[src/rtl/spw_fifo_param.sv]
// spw_fifo_param: parametrised single-clock SpaceWire N-char FIFO.
// Tracks fill level and complete packets (EOP/EEP markers), with sticky
// overflow/underflow flags. Defining SPW_FIFO_STORE_FWD_EN enables
// store-and-forward: reads stall until a whole packet is buffered, unless
// the FIFO fills without a marker (drain mode, prevents deadlock).
module spw_fifo_param #(
  parameter int DATA_W    = 9,
  parameter int ADDR_W    = 6,
  parameter int AFULL_THR = 56
) (
  input  logic              clk,
  input  logic              reset,
  input  logic              flush,
  input  logic              wr_en,
  input  logic [DATA_W-1:0] wr_data,
  output logic              full,
  output logic              almost_full,
  input  logic              rd_en,
  output logic [DATA_W-1:0] rd_data,
  output logic              empty,
  output logic [ADDR_W:0]   counter,
  output logic [ADDR_W:0]   pkt_count,
  output logic              overflow,
  output logic              underflow,
  input  logic              err_clr
);

  localparam int DEPTH = 1 << ADDR_W;
  localparam logic [ADDR_W:0] DEPTH_C = {1'b1, {ADDR_W{1'b0}}};
  localparam logic [ADDR_W:0] AFULL_C = AFULL_THR[ADDR_W:0];

  logic [DATA_W-1:0] mem [DEPTH];
  logic [ADDR_W-1:0] wr_ptr, rd_ptr;
  logic [ADDR_W:0]   cnt, pkt;
  logic              wr_ok, rd_ok, wr_mark, rd_mark;

  // EOP (0x00) and EEP (0x01) with the control flag set delimit packets
  function automatic logic is_marker(input logic [DATA_W-1:0] d);
    return d[DATA_W-1] && (d[7:0] == 8'h00 || d[7:0] == 8'h01);
  endfunction

  assign full        = (cnt == DEPTH_C);
  assign almost_full = (cnt >= AFULL_C);
  assign counter     = cnt;
  assign pkt_count   = pkt;

  // flush overrides any transfer in the same cycle
  assign wr_ok   = wr_en && !full && !flush;
  assign rd_ok   = rd_en && !empty && !flush;
  assign wr_mark = is_marker(wr_data);
  assign rd_mark = is_marker(mem[rd_ptr]);

`ifdef SPW_FIFO_STORE_FWD_EN
  logic drain;

  assign empty = (cnt == '0) || (pkt == '0 && !drain);

  // drain lets a marker-less full FIFO empty out; ends at the next marker read
  always_ff @(posedge clk or posedge reset) begin
    if (reset)                     drain <= 1'b0;
    else if (flush)                drain <= 1'b0;
    else if (rd_ok && rd_mark)     drain <= 1'b0;
    else if (full && pkt == '0)    drain <= 1'b1;
  end
`else
  assign empty = (cnt == '0);
`endif

  // storage array, no reset needed
  always_ff @(posedge clk) begin
    if (wr_ok) mem[wr_ptr] <= wr_data;
  end

  // pointers, fill level and packet count
  always_ff @(posedge clk or posedge reset) begin
    if (reset) begin
      wr_ptr <= '0;
      rd_ptr <= '0;
      cnt    <= '0;
      pkt    <= '0;
    end else if (flush) begin
      wr_ptr <= '0;
      rd_ptr <= '0;
      cnt    <= '0;
      pkt    <= '0;
    end else begin
      if (wr_ok) wr_ptr <= wr_ptr + 1'b1;
      if (rd_ok) rd_ptr <= rd_ptr + 1'b1;
      case ({wr_ok, rd_ok})
        2'b10:   cnt <= cnt + 1'b1;
        2'b01:   cnt <= cnt - 1'b1;
        default: cnt <= cnt;
      endcase
      case ({wr_ok && wr_mark, rd_ok && rd_mark})
        2'b10:   pkt <= pkt + 1'b1;
        2'b01:   pkt <= pkt - 1'b1;
        default: pkt <= pkt;
      endcase
    end
  end

  // registered read port, holds value between accepted reads
  always_ff @(posedge clk or posedge reset) begin
    if (reset)      rd_data <= '0;
    else if (rd_ok) rd_data <= mem[rd_ptr];
  end

  // sticky error flags; a new event beats err_clr
  always_ff @(posedge clk or posedge reset) begin
    if (reset) begin
      overflow  <= 1'b0;
      underflow <= 1'b0;
    end else begin
      if (wr_en && full)       overflow <= 1'b1;
      else if (err_clr)        overflow <= 1'b0;
      if (rd_en && empty)      underflow <= 1'b1;
      else if (err_clr)        underflow <= 1'b0;
    end
  end

endmodule

[config.mk]
export PLATFORM = sky130hd
export DESIGN_NAME = spw_fifo_param
export DESIGN_NICKNAME = d
export VERILOG_FILES = /design/src/rtl/spw_fifo_param.sv
export SDC_FILE = /design/constraint.sdc
export NUM_CORES = 1
export LEC_CHECK = 0
export BUFFER_PORTS_ARGS = -buffer_cell sky130_fd_sc_hd__buf_2
export CAP_MARGIN = 15
export CORE_ASPECT_RATIO = 1.2
export CORE_UTILIZATION = 45
export CTS_CLUSTER_DIAMETER = 50
export DETAILED_ROUTE_END_ITERATION = 8
export PLACE_DENSITY = 0.57
export RECOVER_POWER = 50
export REMOVE_ABC_BUFFERS = 1
export SYNTH_ARGS = -nofsm -noshare
export SYNTH_HDL_FRONTEND = slang
export SYNTH_SLANG_ARGS = --single-unit
[constraint.sdc]
create_clock -name clk -period 4.84 [get_ports clk]
set_input_delay 0.968 -clock clk [delete_from_list [all_inputs] [get_ports clk]]
set_output_delay 0.968 -clock clk [all_outputs]
set_load 0.05 [all_outputs]
==> impl_results.md <==
* Run status: finished, violations left
* Failing checks: max-capacitance violations, max-slew violations
* Post-Place Worst Slack at -49.9 ps
* Sink Count at 613
* WL/cell at 28.8 um
* Count of cell types in the netlist at 68
* Largest net degree at the start of global routing at 65
* Non-Filler Instances at 2221
* Via count at 13000
* Util after Layout at 0.529
* Die outline area at 55700 um^2
* Crit path arrival time at 5120 ps
* M1 GR Usage at 0.310
* Peak fanout along the critical path at 17
* Peak supply drop at 0.000473 V
* Hold WC Path Type: reg2reg
* CP Capture Type: register
* Inserted Clock Buffers at 61
* Final critical-path share of the clock period at 0.953
* Gr usage total at 0.233
* Final setup vio count at 0
* Starting Density at 0.458
* Worst-Margin Slew at 3340 ps
* Final ANT Viol Nets at 0
* Seq/Total Area, Yosys at 0.739
* Max incr delay on CP at 530 ps
* Setup ws final at 229 ps
* Iteration-0 DRC Markers at 1227
* RSZ-0062 raised after global routing: false
* Tot Pwr at 13100 uW
* Most used cell, CP: buf_12
* Synthesized area per cell at 19.1 um^2
* Post-synthesis cell area at 24700 um^2
* IO Pins at 43
* Port bufs at 42
* DRC viols at 0
* H-tree depth at 2
* Fin area at 28500 um^2
* Crit path required time at 5350 ps
* DR pass1 iterations at 5
* Post-DP HPWL at 41.4 mm
* MaxCap Viol Count at 10
* Yosys top cell area share at 0.701
* Core area at 53900 um^2
* Startpoint types: register
* Rows at 93
* Yosys reg bits at 613
* Area contributors post-synth: edfxtp_1 (70%), mux4_2 (11%), dfrtp_1 (3.8%), mux2i_1 (2.8%), nor2_1 (1.5%)
* Drt total wl at 64.0 mm
* Vias in the first global route at 13200
* Global-route track usage on met2 at 0.379
* Critical Path Slowest Stage Cell: dfrtp_4
* Skew-Pair Late Insertion Delay at 630 ps
* Diode count at 0
* Initial antenna violation count at 1
* Fin. max-slew vios at 602
* Crit path kind: reg2reg
* Clk pin slew, worst setup/hold paths at 60 ps
* Nets at 1487
* Die H at 258 um
* Yosys top cell by area: edfxtp_1
* Number of synthesis warnings at 0
* Number of synthesized flops with an enable pin at 576
* Final hold vios at 0
* Lkg Pwr at 0.00925 uW
* Gpl congestion at 0.925
* Clock root buffer: clkbuf_16
* Ys flop type: edfxtp_1
* Worst-path cell chain: buf_12 -> buf_12 -> mux4_2 -> a22oi_1 -> nand4_1 -> a221oi_2 -> o211ai_1 -> nor4_4 -> buf_4 -> ha_1 -> a21o_1 -> a21oi_2 -> nor2b_1 -> o21ai_0 -> nand2b_1 -> nand3b_1 -> mux2i_1 -> or3_1
* Synth Instances at 1289
* Area added between synthesis and finish at 15.5%
* Placed Area at 26400 um^2
* Met3 Use GR at 0.0489
* Number of vias per cell at 5.83
* Max Fclk at 217 MHz
* Die extent in x at 216 um
* Gr ovfl total at 0
* TritonCTS clock tree: built
* Share of cells above drive strength 1 at 0.266
* Power per Cell Area at 461 nW/um^2
* Filler cell count at 4276
* Final min period at 4610 ps
* CTS max path bufs at 3
* First-pass GRT wire length at 92.9 mm
* Layer carrying the most global-route usage: met2
* Ys async rst share at 0.0604
* Max_slew headroom at -1.23
* Worst Skew at 13.3 ps
* Placed insts at 2095
-- power breakdown --
| group | internal (uW) | switching, uW | total [uW] |
|---|---|---|---|
| Clock | 2480 | 1980 | 4460 |
| Combinational | 1080 | 1550 | 2640 |
| Sequential | 5910 | 114 | 6030 |
| Total | 9480 | 3650 | 13100 |
-- path summary, 6_finish.rpt --
kind                                 start            to  slack [ps]  cells past startpoint
worst min register to register  rd_data[0]    rd_data[0]         490                      2
min in group asynchronous            reset  pkt_count[0]        1200                      3
max in group asynchronous            reset     rd_ptr[0]        1990                      3
worst min-delay path            rd_data[0]    rd_data[0]         490                      2
worst max-delay path             rd_ptr[0]  pkt_count[6]         230                     18
worst max register to register   rd_ptr[0]  pkt_count[6]         230                     18
-- kinds of logic after synthesis --
family | after synthesis | share of synthesized area
flip-flops | 613 | 0.739
adder cells (fa/ha/maj) | 14 | 0.00771
buffers and inverters | 82 | 0.0188
XOR/XNOR | 19 | 0.00751
AND/OR/NAND/NOR | 230 | 0.0444
AO/OA/AOI/OAI | 132 | 0.0403
multiplexers | 199 | 0.142
-- metal layers --
layer | up-vias | share of wire | wire (um)
met3 | 105 | 0.065 | 4140
met5 | - | 0.00019 | 12
met2 | 443 | 0.49 | 31500
met4 | 2 | 0.032 | 2060
li1 | 5587 | - | -
met1 | 6818 | 0.41 | 26300
-- stage by stage --
step	hold slack [ps]	TNS, ps
2_1_floorplan	574	-53730
3_3_place_gp	468	0
3_5_place_dp	473	-49.9
4_1_cts	473	0
5_1_grt	515	0
6_report	491	0
-- cells in the mapped netlist (9+ instances only) --
library cell,instances
edfxtp_1,576
a22oi_1,10
a22o_1,14
nand4_1,9
buf_4,13
dfrtp_1,37
xnor2_1,13
mux4_2,116
nor2b_1,12
nand3_1,15
nand2_1,42
mux2i_1,68
nor2_1,100
buf_2,11
clkbuf_1,30
a21oi_1,14
ha_1,12
o221ai_1,9
o21ai_0,17
o22ai_1,10
nand2b_1,11
-- state kept, by name, summed over array words and instances, names as in the netlist --
name,cells
overflow,1
rd_data,9
underflow,1
rd_ptr,6
pkt_count,7
mem,576
counter,7
wr_ptr,6
-- timing repair --
item | 4_1_cts | 5_1_grt
endpoints found under the setup margin | 1 | 2
resized for setup | 2 | 27
gates cloned | 0 | 1
setup buffers | 0 | 11
hold buffers | 0 | 0
pin swaps | 0 | 4
-- worst max-delay path: cells and delay by family (launching register included) --
kind / cells / cell delay (ps)
multiplexers: 2 / 590
flip-flops: 1 / 530
adder cells (fa/ha/maj): 1 / 230
AO/OA/AOI/OAI: 6 / 1370
AND/OR/NAND/NOR: 6 / 1180
buffers and inverters: 3 / 570
-- cell type report --
type | instances | area (um^2) | area share
sequential | 613 | 18200 | 0.640
multi-input combinational | 594 | 6090 | 0.214
clock buffer | 75 | 1620 | 0.0569
timing repair buffer | 177 | 1360 | 0.0477
tap | 712 | 891 | 0.0313
clock inverter | 39 | 248 | 0.00870
inverter | 11 | 41.3 | 0.00145
-- placed cells by master (no fill, tap or decap), types with 5 or more instances in the layout --
cell,synthesis,final
a21oi_1,14,13
mux2_4,5,5
buf_4,13,105
a211o_1,5,5
clkinv_2,0,14
xor2_1,5,5
o21ai_0,17,17
a2111oi_2,0,6
mux2_2,8,8
xnor2_1,13,13
nand3_1,15,15
clkbuf_16,0,64
o22ai_1,10,10
ha_1,12,12
nand4_1,9,9
nand3b_1,6,6
nor3_1,6,6
a22oi_1,10,9
nor2b_1,12,12
mux2i_1,68,67
a22o_1,14,14
nand2_1,42,42
nand2b_1,11,11
clkinv_1,2,19
a31oi_1,5,5
a221oi_1,6,5
edfxtp_1,576,576
nor2_1,100,100
dfrtp_1,37,34
inv_1,8,8
buf_2,11,33
mux4_2,116,116
buf_12,2,10
o22a_1,6,6
o221ai_1,9,9
clkbuf_1,30,33
Power figures use the tool's default switching activity.
